===== src/rtl/hilo_mult_div.sv =====
// Multi-cycle signed/unsigned multiply/divide with HI/LO result registers and MTHI/MTLO writes.
// Latency WIDTH+1 cycles start-to-done; start and MTHI/MTLO are ignored while busy.
module hilo_mult_div #(
    parameter int WIDTH = 32,
    parameter int CNT_W = $clog2(WIDTH) + 1
) (
    input  logic             CLK,
    input  logic             RST,
    input  logic             start,
    input  logic [1:0]       op,
    input  logic [WIDTH-1:0] opa,
    input  logic [WIDTH-1:0] opb,
    input  logic             hi_we,
    input  logic             lo_we,
    input  logic [WIDTH-1:0] wdata,
    output logic [WIDTH-1:0] hi_out,
    output logic [WIDTH-1:0] lo_out,
    output logic             busy,
    output logic             done,
    output logic             div_zero
);

    typedef enum logic [1:0] {IDLE, CALC, FIX} state_t;

    localparam logic [CNT_W-1:0] LAST_ITER = CNT_W'(WIDTH - 1);

    state_t             state, state_nxt;
    logic               div_q;
    logic               sign_a, sign_b, b_zero;
    logic [WIDTH-1:0]   a_mag, b_mag;
    logic [CNT_W-1:0]   cnt;
    logic [2*WIDTH-1:0] acc;
    logic [WIDTH-1:0]   rem;

    logic               in_sa, in_sb;
    logic [WIDTH-1:0]   in_a_mag, in_b_mag;
    logic [WIDTH-1:0]   mul_add;
    logic [WIDTH:0]     mul_sum;
    logic [WIDTH:0]     div_shift;
    logic               div_ge;
    logic [2*WIDTH-1:0] prod_fix;
    logic [WIDTH-1:0]   quot_fix, rem_fix, a_raw;
    logic [WIDTH-1:0]   res_hi, res_lo;

    always_ff @(posedge CLK or posedge RST) begin
        if (RST) state <= IDLE;
        else     state <= state_nxt;
    end

    always_comb begin
        state_nxt = state;
        case (state)
            IDLE:    if (start) state_nxt = CALC;
            CALC:    if (cnt == LAST_ITER) state_nxt = FIX;
            FIX:     state_nxt = IDLE;
            default: state_nxt = IDLE;
        endcase
    end

    always_comb begin
        busy = (state != IDLE);
    end

    // Signed ops (MULT, DIV) have op[0]=0; operands are reduced to magnitudes up front.
    always_comb begin
        in_sa    = ~op[0] & opa[WIDTH-1];
        in_sb    = ~op[0] & opb[WIDTH-1];
        in_a_mag = in_sa ? -opa : opa;
        in_b_mag = in_sb ? -opb : opb;
    end

    always_comb begin
        mul_add   = acc[0] ? a_mag : {WIDTH{1'b0}};
        mul_sum   = {1'b0, acc[2*WIDTH-1:WIDTH]} + {1'b0, mul_add};
        div_shift = {rem, acc[WIDTH-1]};
        div_ge    = (div_shift >= {1'b0, b_mag});
    end

    always_comb begin
        prod_fix = (sign_a ^ sign_b) ? -acc : acc;
        quot_fix = (sign_a ^ sign_b) ? -acc[WIDTH-1:0] : acc[WIDTH-1:0];
        rem_fix  = sign_a ? -rem : rem;
        a_raw    = sign_a ? -a_mag : a_mag;
        res_hi   = prod_fix[2*WIDTH-1:WIDTH];
        res_lo   = prod_fix[WIDTH-1:0];
        if (div_q) begin
            // Most-negative / -1 falls out naturally: magnitude quotient is the most-negative pattern.
            if (b_zero) begin
                res_hi = a_raw;
                res_lo = {WIDTH{1'b1}};
            end else begin
                res_hi = rem_fix;
                res_lo = quot_fix;
            end
        end
    end

    always_ff @(posedge CLK or posedge RST) begin
        if (RST) begin
            div_q    <= 1'b0;
            sign_a   <= 1'b0;
            sign_b   <= 1'b0;
            b_zero   <= 1'b0;
            a_mag    <= '0;
            b_mag    <= '0;
            cnt      <= '0;
            acc      <= '0;
            rem      <= '0;
            hi_out   <= '0;
            lo_out   <= '0;
            done     <= 1'b0;
            div_zero <= 1'b0;
        end else begin
            done     <= 1'b0;
            div_zero <= 1'b0;
            case (state)
                IDLE: begin
                    if (hi_we) hi_out <= wdata;
                    if (lo_we) lo_out <= wdata;
                    if (start) begin
                        div_q  <= op[1];
                        sign_a <= in_sa;
                        sign_b <= in_sb;
                        b_zero <= (opb == '0);
                        a_mag  <= in_a_mag;
                        b_mag  <= in_b_mag;
                        cnt    <= '0;
                        rem    <= '0;
                        acc    <= {{WIDTH{1'b0}}, op[1] ? in_a_mag : in_b_mag};
                    end
                end
                CALC: begin
                    cnt <= cnt + 1'b1;
                    if (!div_q) begin
                        acc <= {mul_sum, acc[WIDTH-1:1]};
                    end else begin
                        rem              <= div_ge ? (div_shift[WIDTH-1:0] - b_mag) : div_shift[WIDTH-1:0];
                        acc[WIDTH-1:0]   <= {acc[WIDTH-2:0], div_ge};
                    end
                end
                FIX: begin
                    hi_out   <= res_hi;
                    lo_out   <= res_lo;
                    done     <= 1'b1;
                    div_zero <= div_q & b_zero;
                end
                default: ;
            endcase
        end
    end

endmodule


===== config.mk =====
export PLATFORM = sky130hd
export DESIGN_NAME = hilo_mult_div
export DESIGN_NICKNAME = d
export VERILOG_FILES = /design/src/rtl/hilo_mult_div.sv
export SDC_FILE = /design/constraint.sdc
export NUM_CORES = 1
export LEC_CHECK = 0
export CELL_PAD_IN_SITES_DETAIL_PLACEMENT = 2
export CELL_PAD_IN_SITES_GLOBAL_PLACEMENT = 2
export CORE_AREA = 2 2 293 179
export CTS_BUF_LIST = sky130_fd_sc_hd__clkbuf_8
export CTS_CLUSTER_SIZE = 40
export DETAILED_ROUTE_END_ITERATION = 7
export DIE_AREA = 0 0 295 181
export GPL_ROUTABILITY_DRIVEN = 0
export PLACE_DENSITY_LB_ADDON = 0.05
export SLEW_MARGIN = 20
export SYNTH_ARGS = -nofsm -noshare
export SYNTH_HDL_FRONTEND = slang
export SYNTH_SLANG_ARGS = --single-unit
export TNS_END_PERCENT = 30

===== constraint.sdc =====
create_clock -name CLK -period 10.2 [get_ports CLK]
set_clock_uncertainty 0.1 [all_clocks]
set_input_delay 2.04 -clock CLK [delete_from_list [all_inputs] [get_ports CLK]]
set_output_delay 2.04 -clock CLK [all_outputs]
set_load 0.02 [all_outputs]

Yosys cells after proc, flatten, opt, wreduce, memory -nomap -nowiden
Cells that the tools add are included.
{ "word_totals": {"ff_bits": 238, "latch_bits": 0, "mem_bits_rw": 0, "mem_bits_ro": 0, "word_cells": 82, "mem_count": 0} }
{ "op_classes": {"n_addsub": 9, "multipliers": 0, "div_mod_pow": 0, "n_lt_le_gt_ge": 1, "eq_ne": 9, "n_shift": 0, "muxes": 31, "bitwise": 5, "n_reduce_logical": 12} }
{ "op_table": {"columns": ["op", "n"], "rows": [
  ["32-bit two-way mux", 18],
  ["32-bit case mux with 2 select lines", 3],
  ["32-bit negation", 5],
  ["64-bit two-way mux", 2],
  ["64-bit case mux with 2 select lines", 1],
  ["64-bit negation", 1],
  ["32-bit by 32-bit adder with 33-bit output", 1],
  ["33-bit by 32-bit greater-or-equal comparator with 1-bit output", 1],
  ["32-bit logical NOT", 1],
  ["32-bit subtractor", 1],
  ["2-bit != test, second input constant", 6],
  ["6-bit case mux with 2 select lines", 1],
  ["2-bit AND reduction", 5],
  ["6-bit by 1-bit adder with 6-bit output, second input constant", 1],
  ["6-bit by 5-bit equality test with 1-bit output, second input constant", 1],
  ["6-bit two-way mux", 1],
  ["3-bit AND reduction", 2],
  ["2-bit nonzero test", 3],
  ["2-bit two-way mux", 2],
  ["2-bit case mux with 2 select lines", 1],
  ["1-bit bitwise AND", 3],
  ["2-bit by 1-bit equality test with 1-bit output, second input constant", 1],
  ["2-bit equality test, second input constant", 1],
  ["2-bit logical NOT", 1],
  ["other kinds (3)", 4]
]} }

Depth between registers and ports, before layout
Gate-level depths: netlist (run 1).
{ "depth": {"ltp_word": 6, "depth_mapped": 15} }

Worst setup path before layout (run 1)
OpenSTA, ideal clock, no wires.
{ "synth_path": {"path_kind": "input to register", "start": "input opb[9]", "end": "register acc[30]", "arrival_time_ps": 4237, "required_time_ps": 10017, "path_slack_ps": 5780, "path_stages": 9, "path_buffers": 0, "path_cell_list": "or4_1 -> or3_1 -> or3_1 -> nand2b_4 -> nand2b_1 -> o31ai_1 -> xnor2_1 -> o21ai_0 -> o21ai_0"} }
{ "synth_via": {"elab_chain_len": 5} }
{ "synth_lines": {"columns": ["element", "line", "rtl"], "rows": [
  ["start, declared", "12", "input logic [WIDTH-1:0] opb,"],
  ["32-bit negation", "69", "in_b_mag = in_sb ? -opb : opb;"],
  ["32-bit two-way mux", "69", null],
  ["32-bit two-way mux", "129", "acc <= {{WIDTH{1'b0}}, op[1] ? in_a_mag : in_b_mag};"],
  ["64-bit two-way mux", "120", "if (start) begin"],
  ["64-bit case mux with 2 select lines", "116", "case (state)"],
  ["end signal, assigned", "129", null],
  ["end signal, assigned", "135", "acc <= {mul_sum, acc[WIDTH-1:1]};"],
  ["end signal, assigned by index", "138", "acc[WIDTH-1:0] <= {acc[WIDTH-2:0], div_ge};"],
  ["end, declared", "32", "logic [2*WIDTH-1:0] acc;"]
]} }
No other way between the ends. The select of a mux whose other input is x is not followed.
A chain may end at the register's enable or synchronous reset.

Worst setup path in the final report (run 1)
{ "layout_path": {"start": "input opa[3]", "end": "register acc[28]"} }
{ "layout_via": {"elab_chain_len": 5} }
{ "layout_lines": {"columns": ["element", "line", "rtl"], "rows": [
  ["start, declared", "11", "input logic [WIDTH-1:0] opa,"],
  ["32-bit negation", "68", "in_a_mag = in_sa ? -opa : opa;"],
  ["32-bit two-way mux", "68", null],
  ["32-bit two-way mux", "129", null],
  ["64-bit two-way mux", "120", null],
  ["64-bit case mux with 2 select lines", "116", null]
]} }
No other way between the ends. The select of a mux whose other input is x is not followed.

==> flow_summary.json, run 1 <==
{
  "syn_area_per_cell_um2": 8.05,
  "dp_hpwl_mm": 64.5,
  "dieArea_mm2": 0.0534,
  "die_y_um": 181,
  "outcome": "finished clean",
  "relSlewSlack_pct": 28.9,
  "io_buffers": 169,
  "synth.top_cell.area_share_pct": 33.0,
  "drt_pass1_iterations": 7,
  "cts_hold_buf": 0,
  "slew_violations": 0,
  "design.core.area_mm2": 0.0505,
  "place_area_mm2": 0.0204,
  "cts_tree": "done",
  "die_x_um": 295,
  "slowest_stage": "xnor2_1",
  "drtIter0Drc": 1377,
  "htreeDepth": 2,
  "p_leak_nw": 8.57,
  "vias": 18400,
  "crit_family": "simple AND/OR/NAND/NOR gates",
  "antenna_found_initial": 3,
  "utilization_pct": 41.9,
  "synthTopCellsByArea": "dfrtp_1 (33%), o21ai_0 (7.6%), xnor2_1 (6.3%)",
  "ys_seq_area_share_pct": 33.0,
  "setup_viol": 0,
  "synth_edf_count": 0,
  "tightest_slew_ns": 1.05,
  "peakVddDrop_uv": 83.1,
  "design_area_mm2": 0.0212,
  "synth_warnings": 0,
  "syn_inst": 2244,
  "route.detailed.drc": 0,
  "final_cells": 3067,
  "post-place-ws_ns": 4.88,
  "fill_cells": 5744,
  "hold_path_class": "reg2reg",
  "ios": 170,
  "fmax_mhz": 210,
  "avgViaCountPerCell": 6.00,
  "worst_ep_required_time_ns": 10.54,
  "crit_buf_inv": 2,
  "drt-wirelength-per-cell_um": 27.4,
  "cts_made_buffers": 44,
  "grt-ovfl-total": 0,
  "path_class": "in2reg",
  "final_cell_mix": "nand2_1 (289), o21ai_0 (274), dfrtp_1 (236), clkdlybuf4s50_1 (168), nor2_1 (159)",
  "drv_cap": 0,
  "pwr_density_cell_mw_per_mm2": 96.5,
  "syn_to_final_growth_pct": 17.3,
  "yosysTopAreaCell": "dfrtp_1",
  "postCtsSetupBuffers": 0,
  "path_clk_slew_ns": 0.06,
  "start_kind": "primary input",
  "grt_max_degree": 123,
  "path_cells": "clkdlybuf4s50_1 > or3_1 > nor3b_1 > nand2_1 > nor4_1 > buf_4 > a21oi_1 > xnor2_1 > nand2_1 > o21ai_0 > o21ai_0",
  "holdWs_ns": 0.390,
  "fin_crit_sh_pct": 46.6,
  "drive_above_1_share_pct": 5.22,
  "fp-row-count": 64,
  "crit_fanout": 5,
  "synth_async_sr_flop_share_pct": 100,
  "syn-num-nets": 2419,
  "finalWirelength_mm": 84.2,
  "synth_area_mm2": 0.0181,
  "start_util_pct": 35.8,
  "grt_use_total_pct": 31.1,
  "fin_crit_ns": 4.75,
  "ys_ff_latch": 238,
  "rsz0062_at_grt": "false",
  "grt_pass1_wl_mm": 126,
  "fin_setup_tns_ns": 0,
  "first_global_vias": 18900,
  "synthFlopType": "dfrtp_1",
  "cts_sinks": 238,
  "layout_commonest_cell": "nand2_1",
  "clk_latency_ns": 0.61,
  "fin_ws_ns": 5.45,
  "dpl.cell_count": 2991,
  "antenna_cells": 0,
  "drtAntennaViolNets": 0,
  "critPathMaxStageDelay_ns": 0.51,
  "critical_path_arrival_ns": 5.09,
  "cts_buffer_depth": 3,
  "cp-end-kind": "register",
  "cts_resized": 0,
  "fin_nets": 2519,
  "netlist-cell-type-count": 81,
  "power_mw": 2.04,
  "final_hold_viol_count": 0,
  "root_buffer": "clkbuf_8"
}
[synthesized netlist by cell type, types with 24 or more instances]
master and n:
nand2_1 290, o21ai_0 274, dfrtp_1 238, nor2_1 160
a21oi_1 158, xnor2_1 131, clkbuf_1 122, xor2_1 102
ha_1 70, inv_1 68, mux2i_1 49, o22ai_1 45
o31ai_1 44, nor3_1 38, a211oi_1 37, and2_1 37
or3_1 29, a21o_1 27, nand3_1 27, a31oi_1 26
nand2b_1 24
[worst min-delay path, stage by stage (launching register included)]
cell	delay [ns]
dfrtp_1	0.34
nand2_1	0.05
o21ai_1	0.06
[cells by family after synthesis]
group,count (synthesis),share of synthesized area [%]
buf+inv,208,4.38
simple gates,697,18.0
flops,238,33.0
compound gates,744,25.4
mux,52,2.96
fa+ha+maj,72,5.07
xor+xnor,233,11.3
[power by group]
part           internal [mW]  switching (mW)  leakage [nW]
Combinational         0.0609           0.103          5.28
Clock                  0.456           0.477         0.492
Sequential             0.946         0.00108          2.80
Total                   1.46           0.582          8.57
[final timing paths]
path                       slack (ns)  depth (start not counted)                endpoint                    from
max in group asynchronous        6.72                          3       div_q$_DFFE_PP0P_                     RST
min in group asynchronous        1.89                          2     acc[49]$_DFFE_PP0P_                     RST
hold reg to reg                  0.39                          2  hi_out[29]$_DFFE_PP0P_  hi_out[29]$_DFFE_PP0P_
setup reg to reg                 5.79                         10     rem[22]$_DFFE_PP0P_      rem[7]$_DFFE_PP0P_
hold / removal                   0.39                          2  hi_out[29]$_DFFE_PP0P_  hi_out[29]$_DFFE_PP0P_
setup / recovery                 5.45                         11     acc[28]$_DFFE_PP0P_                  opa[3]
[per-layer routing]
metal | vias to the layer above | global-route usage, % | part of all wire, %
li1 | 8255 | - | -
met1 | 9598 | 48.1 | 50
met2 | 463 | 45.6 | 43
met3 | 71 | 4.95 | 5.9
met4 | 0 | 5.02 | 1.4
met5 | - | 0 | 0
[layout make-up]
cell class / instances / area, µm² / area share (%)
clock inverters: 25 / 119 / 0.561
repair buffers: 193 / 1890 / 8.93
well taps: 693 / 867 / 4.09
flip-flops and latches: 238 / 5960 / 28.1
clock buffers: 51 / 702 / 3.31
multi-input cells: 1798 / 11400 / 53.7
inverters: 69 / 267 / 1.26
[state kept, by name (all words and copies together) (netlist names), 2 cells and up]
| signal | count |
|---|---|
| rem | 32 |
| acc | 64 |
| state | 2 |
| cnt | 6 |
| lo_out | 32 |
| hi_out | 32 |
| b_mag | 32 |
| a_mag | 32 |
No activity file was read; power rests on OpenSTA's default activity.
==> inputs of run 2 (changes only) <==
- clock period: 10.2 -> 4.6 ns (I/O delays scaled with it)
==> run 2 against run 1 <==
  * Cell area up 1.8%
  * Critical path type is now reg2reg
  * Worst setup slack worse by 4.9 ns
  * Cell count up 0.85%
  * Largest power group is now clock
==> flow_summary.json, run 2 (synthesized netlist as in run 1, its figures left out) <==
{
  "timing.critical_path.mode_cell": "nand2_1",
  "final_cell_mix": "nand2_1 (289), o21ai_0 (274), dfrtp_1 (236), clkdlybuf4s50_1 (168), nor2_1 (159)",
  "layout_commonest_cell": "nand2_1",
  "antenna_found_initial": 6,
  "largest_reg_flops": 64,
  "p_int_mw": 3.55,
  "cts_buffer_depth": 3,
  "holdWs_ns": 0.394,
  "rsz0062_at_grt": "false",
  "io_buffers": 169,
  "finalWirelength_mm": 85.5,
  "drive_above_1_share_pct": 6.38,
  "start_util_pct": 35.8,
  "hold_depth": 2,
  "vias": 18500,
  "cts_resized": 0,
  "utilization_pct": 42.7,
  "power_frac_comb_pct": 7.8,
  "fin_crit_sh_pct": 88.9,
  "setup_viol": 0,
  "p_leak_nw": 8.75,
  "drt_pass1_iterations": 5,
  "ff2ff_path_depth": 10,
  "grt_pass1_wl_mm": 129,
  "clk_latency_ns": 0.61,
  "die_y_um": 181,
  "post-place-ws_ns": 0.419,
  "dp_hpwl_mm": 66.3,
  "hold_path_class": "reg2reg",
  "crit_fanout": 44,
  "avgViaCountPerCell": 5.97,
  "pwr-share-seq_pct": 43.0,
  "ios": 170,
  "regMostFlops": "acc",
  "htreeDepth": 2,
  "tightest_slew_ns": 1.07,
  "grt-ovfl-total": 0,
  "die_x_um": 295,
  "cts_made_buffers": 44,
  "grt_max_degree": 80,
  "critical_path_arrival_ns": 4.48,
  "path_clk_slew_ns": 0.07,
  "fin_setup_tns_ns": 0,
  "swShare_pct": 27.4,
  "critPathMaxStageDelay_ns": 0.92,
  "grt_use_total_pct": 31.9,
  "dieArea_mm2": 0.0534,
  "start_kind": "register",
  "p_switching_mw": 1.34,
  "fp-row-count": 64,
  "path_cells": "ha_1 > nand4_1 > or2_2 > nor4_1 > a221o_1 > nand2_1 > o311ai_4 > buf_12 > nand2_1 > o21ai_0",
  "drv_cap": 0,
  "fmax_mhz": 245,
  "path_class": "reg2reg",
  "power_frac_clock_pct": 49.2,
  "drt-wirelength-per-cell_um": 27.6,
  "syn_to_final_growth_pct": 19.3,
  "slew_violations": 0,
  "relSlewSlack_pct": 27.7,
  "root_buffer": "clkbuf_8",
  "design.core.area_mm2": 0.0505,
  "drtAntennaViolNets": 0,
  "cp-end-kind": "register",
  "cts_sinks": 238,
  "final_hold_viol_count": 0,
  "cts_tree": "done",
  "first_global_vias": 19500,
  "fin_nets": 2541,
  "outcome": "finished clean",
  "slowest_stage": "nor4_1",
  "postCtsSetupBuffers": 0,
  "route.detailed.drc": 0,
  "fin_ws_ns": 0.512,
  "worst_ep_required_time_ns": 5.00,
  "drtIter0Drc": 1592,
  "peakVddDrop_uv": 184,
  "fin_crit_ns": 4.09,
  "cts_hold_buf": 0,
  "pwr_density_cell_mw_per_mm2": 227
}
-- run 2: cell count changes in the layout (fill, tap and decap cells not counted), sizes merged --
cell / before / now
clkinvlp: 0 / 2
clkbuf: 51 / 55
inv: 86 / 81
buf: 25 / 47
diode: 0 / 1
clkinv: 8 / 6
bufinv: 0 / 4
-- run 2: cell type report --
cell class	count	area [µm²]
Clock buffer	55	757
Inverter	69	263
Fill cell	5673	29000
Multi-Input combinational cell	1798	11400
Antenna cell	1	2.50
Timing Repair Buffer	215	2130
Sequential cell	238	5960
Clock inverter	24	210
Tap cell	693	867
-- run 2: worst paths after layout --
path | startpoint | endpoint | slack, ns
setup / recovery | rem[7]$_DFFE_PP0P_ | rem[21]$_DFFE_PP0P_ | 0.51
hold / removal | lo_out[31]$_DFFE_PP0P_ | lo_out[31]$_DFFE_PP0P_ | 0.39
setup reg to reg | rem[7]$_DFFE_PP0P_ | rem[21]$_DFFE_PP0P_ | 0.51
hold reg to reg | lo_out[31]$_DFFE_PP0P_ | lo_out[31]$_DFFE_PP0P_ | 0.39
max in group asynchronous | RST | a_mag[23]$_DFFE_PP0P_ | 2.84
min in group asynchronous | RST | acc[49]$_DFFE_PP0P_ | 0.69
-- run 2: per-layer routing --
| layer | up-vias | wire, µm | GRT usage [%] |
|---|---|---|---|
| met5 | - | 0 | 0 |
| met4 | 0 | 1160 | 5.08 |
| met3 | 70 | 4830 | 5.43 |
| met2 | 432 | 37000 | 48.1 |
| met1 | 9670 | 42500 | 48.0 |
| li1 | 8304 | - | - |
-- run 2: critical path: cells and delay by family, from the launching register on --
| kind | cells | cell delay (ns) |
|---|---|---|
| and+or+nand+nor | 5 | 1.91 |
| buffers and inverters | 1 | 0.30 |
| adders and majority gates | 1 | 0.51 |
| DFF | 1 | 0.47 |
| AOI/OAI and AO/OA | 3 | 0.68 |
-- run 2: metrics by stage --
step                instances  area (µm²)  power (mW)
global route             3092       21600        5.03
global placement         3012       20600        2.51
CTS                      3092       21600        4.91
finish                   3093       21600        4.88
detailed placement       3013       20600        2.52
floorplan                2244       18100        2.28
-- run 2: power by group through the flow --
| stage | clock network, mW | registers (mW) | logic, mW |
|---|---|---|---|
| after floorplan | 0 | 2.14 | 0.134 |
| after global placement | 0 | 2.14 | 0.375 |
| after detailed placement | 0 | 2.14 | 0.379 |
| after CTS | 2.43 | 2.10 | 0.381 |
| after global routing | 2.53 | 2.10 | 0.408 |
| final | 2.40 | 2.10 | 0.383 |
